## config.mk

```make
export PLATFORM = sky130hd
export DESIGN_NAME = fetch_stage
export DESIGN_NICKNAME = d
export VERILOG_FILES = /design/src/rtl/fetch_stage.sv
export SDC_FILE = /design/constraint.sdc
export NUM_CORES = 1
export LEC_CHECK = 0
export CORE_MARGIN = 2
export CORE_UTILIZATION = 47
export CTS_BUF_LIST = sky130_fd_sc_hd__clkbuf_16
export CTS_CLUSTER_DIAMETER = 80
export DETAILED_ROUTE_END_ITERATION = 6
export GPL_ROUTABILITY_DRIVEN = 0
export GPL_TIMING_DRIVEN = 0
export PLACE_DENSITY = 0.81
export SLEW_MARGIN = 0
export SYNTH_ARGS = -nofsm -noshare
export SYNTH_HDL_FRONTEND = slang
export SYNTH_SLANG_ARGS = --single-unit
```

## constraint.sdc

```tcl
create_clock -name clk -period 2.8 [get_ports clk]
set_input_delay 0.28 -clock clk [delete_from_list [all_inputs] [get_ports clk]]
set_output_delay 0.28 -clock clk [all_outputs]
set_load 0.01 [all_outputs]
```

## src/rtl/fetch_stage.sv

```systemverilog
// Front-end fetch stage: owns the PC, issues one word request per cycle to a
// synchronous instruction memory, and queues returned words toward Decode.
module fetch_stage #(
  parameter logic [31:0] RESET_PC = 32'h0000_0000,
  parameter int          DEPTH    = 2
) (
  input  logic        clk,
  input  logic        reset,
  output logic        imem_req,
  output logic [31:0] imem_addr,
  input  logic        imem_rvalid,
  input  logic [31:0] imem_rdata,
  input  logic        redirect_valid,
  input  logic [31:0] redirect_pc,
  output logic [31:0] instr,
  output logic [31:0] pc_out,
  output logic        valid_out,
  input  logic        ready_out
);

  localparam int AW = $clog2(DEPTH);
  localparam int CW = AW + 1;
  localparam logic [CW:0] DEPTH_V = (CW + 1)'(DEPTH);

  logic [31:0]   fetch_pc_r;
  logic [CW-1:0] count_r;
  logic [AW-1:0] head_r;
  logic [AW-1:0] tail_r;
  logic [31:0]   fifo_instr_r [DEPTH];
  logic [31:0]   fifo_pc_r    [DEPTH];
  logic          inflight_r;
  logic          epoch_r;
  logic          tag_epoch_r;
  logic [31:0]   tag_pc_r;

  logic          pop_s;
  logic          push_s;
  logic          req_s;
  logic [CW:0]   credit_s;

  assign valid_out = (count_r != {CW{1'b0}}) && !redirect_valid;
  assign pop_s     = valid_out && ready_out;
  assign instr     = fifo_instr_r[head_r];
  assign pc_out    = fifo_pc_r[head_r];

  // An entry leaving this cycle frees its slot for the request issued now,
  // which keeps a DEPTH=2 queue streaming one word per cycle.
  assign credit_s  = {1'b0, count_r} + {{CW{1'b0}}, inflight_r} - {{CW{1'b0}}, pop_s};
  assign req_s     = reset && !redirect_valid && (credit_s < DEPTH_V);
  assign imem_req  = req_s;
  assign imem_addr = fetch_pc_r;

  assign push_s = imem_rvalid && inflight_r && (tag_epoch_r == epoch_r) && !redirect_valid;

  // PC, credit, epoch tagging and FIFO state
  always_ff @(posedge clk or negedge reset) begin
    if (!reset) begin
      fetch_pc_r  <= RESET_PC;
      count_r     <= {CW{1'b0}};
      head_r      <= {AW{1'b0}};
      tail_r      <= {AW{1'b0}};
      inflight_r  <= 1'b0;
      epoch_r     <= 1'b0;
      tag_epoch_r <= 1'b0;
      tag_pc_r    <= 32'h0000_0000;
      for (int i = 0; i < DEPTH; i++) begin
        fifo_instr_r[i] <= 32'h0000_0000;
        fifo_pc_r[i]    <= 32'h0000_0000;
      end
    end else if (redirect_valid) begin
      fetch_pc_r <= redirect_pc & 32'hFFFF_FFFC;
      count_r    <= {CW{1'b0}};
      head_r     <= {AW{1'b0}};
      tail_r     <= {AW{1'b0}};
      epoch_r    <= ~epoch_r;
      if (imem_rvalid) begin
        inflight_r <= 1'b0;
      end else begin
        inflight_r <= inflight_r;
      end
    end else begin
      if (req_s) begin
        fetch_pc_r  <= fetch_pc_r + 32'd4;
        tag_pc_r    <= fetch_pc_r;
        tag_epoch_r <= epoch_r;
        inflight_r  <= 1'b1;
      end else if (imem_rvalid) begin
        inflight_r  <= 1'b0;
      end else begin
        inflight_r  <= inflight_r;
      end
      if (push_s) begin
        fifo_instr_r[tail_r] <= imem_rdata;
        fifo_pc_r[tail_r]    <= tag_pc_r;
        tail_r               <= tail_r + AW'(1);
      end
      if (pop_s) begin
        head_r <= head_r + AW'(1);
      end
      case ({push_s, pop_s})
        2'b10:   count_r <= count_r + CW'(1);
        2'b01:   count_r <= count_r - CW'(1);
        default: count_r <= count_r;
      endcase
    end
  end

  fetch_stage_chk #(.DEPTH(DEPTH)) u_chk (
    .clk   (clk),
    .reset (reset),
    .push  (push_s),
    .count (count_r)
  );

endmodule

// Simulation checks on FIFO occupancy; carries no functional logic.
module fetch_stage_chk #(
  parameter int DEPTH = 2
) (
  input logic                     clk,
  input logic                     reset,
  input logic                     push,
  input logic [$clog2(DEPTH):0]   count
);

  // A push into a full queue means the credit rule was broken
  always @(posedge clk) begin
    if (reset) begin
      assert (!(push && (int'(count) == DEPTH)));
      assert (int'(count) <= DEPTH);
    end
  end

endmodule
```

======== Yosys cells after proc, flatten, opt, wreduce, memory -nomap -nowiden ========
Cells that the tools add are included.
word-level totals
  output and inout bits ................... 98
  input bits .............................. 69
  logic and storage cells ................. 67
  bits in registers ....................... 199
operators by class
  mux-type cells .......................... 21
  bitwise logic cells ..................... 4
  magnitude comparators ................... 4
  reductions and logical operators ........ 16
  equal/unequal tests ..................... 3
  add/subtract/negate cells ............... 7
operators with widths
  cell                   count
  $mux 32                9
  $bwmux 64              2
  $add 32x3->32 const B  1
  $demux 32 s1           1
  $logic_and 1x1->1      8
  $reduce_bool 2->1      4
  $mux 1                 7
  $ge 2x2->1 const B     2
  $not 1->2              2
  $pmux 2 s2             1
  $reduce_and 2->1       2
  $add 2x1->3            1
  $lt 3x2->1 const B     1
  $reduce_bool 3->1      1
  $sub 3x1->3            1
  $add 1x1->1 const B    2
  $add 2x1->2 const B    1
  $eq 2x1->1 const B     1
  $eq 2x2->1 const B     1
  $lt 2x1->1 const B     1
  $mux 2                 1
  $not 1->1              2
  $sub 2x1->2 const B    1
  $eq 1x1->1             1
  $logic_not 1->1        1

======== Longest topological paths before layout ========
  depth after elaboration ................. 8
  gate-level depth with buffers ........... 14
  mapped depth without buffers ............ 11

======== Worst setup path before layout ========
Ideal clock, no wire load.
  path type ............................... reg-to-reg
  start point ............................. reg count_r[1]
  end point ............................... reg fetch_pc_r[22], in the netlist imem_addr[22]
  path slack .............................. -0.303 ns
  stages on the path, launching flop included .. 12
  data required time ...................... 2.676 ns
  clock period less this slack ............ 3.103 ns
  arrival ................................. 2.979 ns
  buffers on the path ..................... 1
  library setup time ...................... 0.124 ns
  path through ............................ dfrtp_1 buf_2 nor2_1 nor2_1 and2_1 ha_1 nand2b_1 fa_1 xor2_1 or4_4 o31a_1 a211o_1
on the way
  cells in the longest elaborated chain, start to end .. 7
  elaborated cells on any way between the ends .. 8
  classes of those cells .................. add/sub: 2; order compare: 1; reduce/logical: 5
ends and longest elaborated chain
  what                                line  RTL
  from (decl)                         26    logic [CW-1:0] count_r;
  from (signal assigned)              59    count_r <= {CW{1'b0}};
  from (signal assigned)              72    count_r <= {CW{1'b0}};
  from (signal assigned)              101   2'b10: count_r <= count_r + CW'(1);
  $reduce_bool 2->1                   41    assign valid_out = (count_r != {CW{1'b0}}) && !redirect_valid;
  $logic_and 1x1->1                   41
  named net valid_out                 17    output logic valid_out,
  $logic_and 1x1->1                   42    assign pop_s = valid_out && ready_out;
  $sub 3x1->3                         48    assign credit_s = {1'b0, count_r} + {{CW{1'b0}}, inflight_r} - {{CW{1'b0}}, pop_s};
  $lt 3x2->1                          49    assign req_s = reset && !redirect_valid && (credit_s < DEPTH_V);
  $logic_and 1x1->1                   49
  $reduce_bool 2->1 (no source line)  --
  to (signal assigned)                71    fetch_pc_r <= redirect_pc & 32'hFFFF_FFFC;
  to (signal assigned)                83    fetch_pc_r <= fetch_pc_r + 32'd4;
  to (decl)                           25    logic [31:0] fetch_pc_r;
The timed path passes the listed nets, and every way through them passes these cells.
A chain may end at the register's enable or synchronous reset.

======== Worst setup path after layout ========
  start point ............................. reg count_r[1]
  end point ............................... out imem_req
on the way
  cells in the longest elaborated chain, start to end .. 6
  elaborated cells on any way between the ends .. 7
  classes of those cells .................. add/sub: 2; order compare: 1; reduce/logical: 4
ends and longest elaborated chain
  what                                                 line  RTL
  branches (longest 3 deep; another with $add 2x1->3)  --
  $sub 3x1->3 (*)                                      48
  $lt 3x2->1 (*)                                       49
  $logic_and 1x1->1 (*)                                49
  to (decl)                                            9     output logic imem_req,
Every way passes the cells marked *.

==> impl_metrics.json <==
{
  "diodes": 0,
  "grt_antenna_before_repair": 0,
  "failed_checks": "negative hold slack, negative setup slack",
  "ys_ff_latch": 191,
  "dr.first_iter.drc_count": 699,
  "vias_per_cell": 5.94,
  "clockBufferDepth": 2,
  "rsz0062_at_grt": "true",
  "synth_edf_count": 0,
  "max_stage_delay_ns": 0.56,
  "drv_slew": 0,
  "grt_pass1_vias": 6799,
  "cpMostUsedCell": "nor2_4",
  "initial_core_util": 0.476,
  "required_ns": 2.52,
  "syn_inst": 727,
  "grt_max_degree": 118,
  "wire_per_inst_um": 21.3,
  "root_buffer": "clkbuf_16",
  "power_density_nw_per_um2": 835,
  "peakVddDrop_v": 0.000509,
  "status": "complete, but fails checks",
  "insertion_delay_ns": 0.43,
  "crit_type": "flip-flop to output port",
  "ff_latch_area_um2": 4780,
  "grt_pass1_wl_mm": 36.8,
  "drtPass1Iterations": 7,
  "htreeDepth": 4,
  "numPortBuffers": 160,
  "tightest_slew_ns": 0.847,
  "dieArea_um2": 19900,
  "maxSlewHeadroom": 0.436,
  "setup_viol": 61,
  "grt_overflow_total": 0,
  "cts.sinks": 191,
  "setup_tns_ns": -6.33,
  "synth_area_um2": 8850,
  "synth_ff_type": "dfrtp_1",
  "wl_mm": 25.3,
  "multiInputGateArea_um2": 4220,
  "r2r_setup_slack_ns": -0.24,
  "clkTransAtPathRegs_ns": 0.07,
  "drc": 0,
  "path_max_fanout": 3,
  "cts_buffers": 17,
  "maxCapViolations": 0,
  "grt_use_total": 0.236,
  "synth.avg_cell_area_um2": 12.2,
  "fin_ws_ns": -0.249,
  "fin_crit_sh": 1.09,
  "yosysTopAreaCellShare": 0.540,
  "skew_ns": 0.0112,
  "hp-class": "input port to async pin",
  "vias": 7034,
  "postRouteAntennaNets": 0,
  "ys_seq_area_frac": 0.540,
  "die_y_um": 141,
  "yosys.area.top_type": "dfrtp_1",
  "syn_to_final_growth_pct": 39.3,
  "synthTopCellsByArea": "dfrtp_1 54%, mux2_2 23%, nand2_1 4.7%",
  "p_leak_nw": 5.45,
  "start_kind": "flip-flop",
  "period_minus_slack_ns": 3.05,
  "cpMaxStageDelayCell": "fa_2",
  "drive_gt1_frac": 0.389,
  "nNetsFinal": 1011,
  "core_um2": 18600,
  "ioPinCount": 167,
  "critPathCaptureType": "output port",
  "finalHoldViolCount": 73,
  "fin_hold_ws_ns": -0.177,
  "post-route-util": 0.664,
  "synth_cell_types": 58,
  "worstPathArrival_ns": 2.77,
  "rows": 50,
  "tritoncts": "done",
  "synth_async_sr_flop_share": 1.00,
  "hpwl_mm": 15.4,
  "crit_chain": "nor2_4, nor2_4, and2_4, ha_4, nand2b_4, fa_2, and3b_2, nand2_4, inv_4, buf_8, buf_6",
  "final.fill_count": 1266,
  "die_x_um": 141,
  "yosys_warnings": 0,
  "fmax_mhz": 328
}
cell usage in the layout, fill, tap and decap left out, types with 4 or more instances in the layout:
| cell | instances |
|---|---|
| a21oi_1 | 4 |
| a221o_1 | 4 |
| a22oi_1 | 5 |
| and4_1 | 6 |
| buf_12 | 6 |
| buf_2 | 15 |
| buf_4 | 18 |
| buf_6 | 13 |
| buf_8 | 8 |
| clkbuf_1 | 6 |
| clkbuf_16 | 22 |
| clkbuf_2 | 6 |
| clkdlybuf4s50_1 | 158 |
| clkinvlp_4 | 4 |
| conb_1 | 4 |
| dfrtp_1 | 189 |
| inv_1 | 10 |
| mux2_2 | 183 |
| nand2_1 | 74 |
| nand2_2 | 26 |
| nand2_4 | 12 |
| nand2b_1 | 4 |
| nand3_1 | 20 |
| nand4_1 | 12 |
| nor2_1 | 5 |
| nor2b_1 | 4 |
| nor3_1 | 5 |
| nor4_1 | 4 |
| o211ai_1 | 11 |
| o21ai_0 | 4 |
| o21ai_2 | 9 |
| o311ai_1 | 12 |
| or4_1 | 5 |
| xnor2_1 | 4 |
stage by stage:
stage,total power [mW],setup WS [ns],instances,area (µm²)
floorplan,5.91,-0.156,730,8930
global placement,7.41,-7.00,1124,10800
detailed placement,7.54,-1.44,1125,10900
CTS,10.1,-0.224,1172,11800
global route,10.8,-0.349,1185,12300
finish,10.3,-0.249,1185,12300
cells in the mapped netlist (2+ instances only):
cell and number:
a211o_1 2, a211oi_1 2, a21oi_1 4, a221o_1 4, a22oi_1 5, a31o_2 2, a31oi_1 4, and2_1 4
and3_1 3, and4_1 6, buf_1 3, buf_2 20, buf_4 6, clkbuf_1 19, dfrtp_1 191, ha_1 2
inv_1 10, mux2_1 5, mux2_2 183, nand2_1 112, nand2b_1 5, nand3_1 21, nand4_1 12, nor2_1 8
nor2b_1 4, nor3_1 6, nor4_1 6, o211ai_1 11, o21ai_0 16, o311ai_0 9, o311ai_1 5, or4_1 5
or4_4 2, xnor2_1 5, xor2_1 2
routing by layer:
layer,GRT usage,share of wire
met4,0.0732,0.029
met3,0.0489,0.082
met1,0.318,0.40
met5,0,0
met2,0.385,0.49
power breakdown:
part | internal, mW | total (mW) | switching, mW
clock | 1.40 | 2.47 | 1.07
sequential | 3.68 | 4.28 | 0.601
combinational | 2.17 | 3.54 | 1.37
total | 7.25 | 10.3 | 3.04
final cells by class:
type,count,share of cell area
Multi-Input combinational cell,480,0.342
Tap cell,234,0.0237
Inverter,10,0.00325
Timing Repair Buffer,194,0.166
Sequential cell,191,0.388
Clock inverter,14,0.0136
Clock buffer,17,0.0345
Buffer,45,0.0286
worst max-delay path, delay by kind of cell, from the launching register on:
kind	cells	cell delay, ns
adders and majority gates	2	0.77
buffers and inverters	3	0.28
DFF	1	0.45
and+or+nand+nor	6	0.82
cell families after synthesis:
kind of cell | after synthesis | share of synthesized area
AO/OA/AOI/OAI | 71 | 0.0585
XOR/XNOR | 7 | 0.00693
adder cells (fa/ha/maj) | 3 | 0.00509
buffers and inverters | 59 | 0.0312
flip-flops | 191 | 0.540
multiplexers | 189 | 0.240
other | 1 | 0.000424
AND/OR/NAND/NOR | 206 | 0.117
sequential cells by signal (all words and copies together) (netlist names):
register,cells
fifo_pc_r,60
tail_r,1
tag_pc_r,30
fifo_instr_r,64
inflight_r,1
imem_addr,30
head_r,1
tag_epoch_r,1
count_r,2
epoch_r,1
path summary, 6_finish.rpt:
kind | from | to | cells after the start
hold reg to reg | fifo_pc_r[53] | fifo_pc_r[53] | 1
min in group clk | redirect_pc[18] | imem_addr[18] | 3
setup / recovery | count_r[1] | imem_req | 11
max in group asynchronous | reset | fifo_instr_r[2] | 2
setup reg to reg | count_r[1] | imem_addr[22] | 11
hold / removal | reset | fifo_instr_r[34] | 1
repair_timing:
| action | CTS | global route |
|---|---|---|
| endpoints found under the hold margin | 108 | 8 |
| pin swaps | 16 | 62 |
| setup endpoints to repair | 121 | 88 |
| gates resized for setup | 63 | 115 |
| buffers inserted | 18 | 8 |
| cloned | 0 | 5 |
No activity file was read; power rests on OpenSTA's default activity.
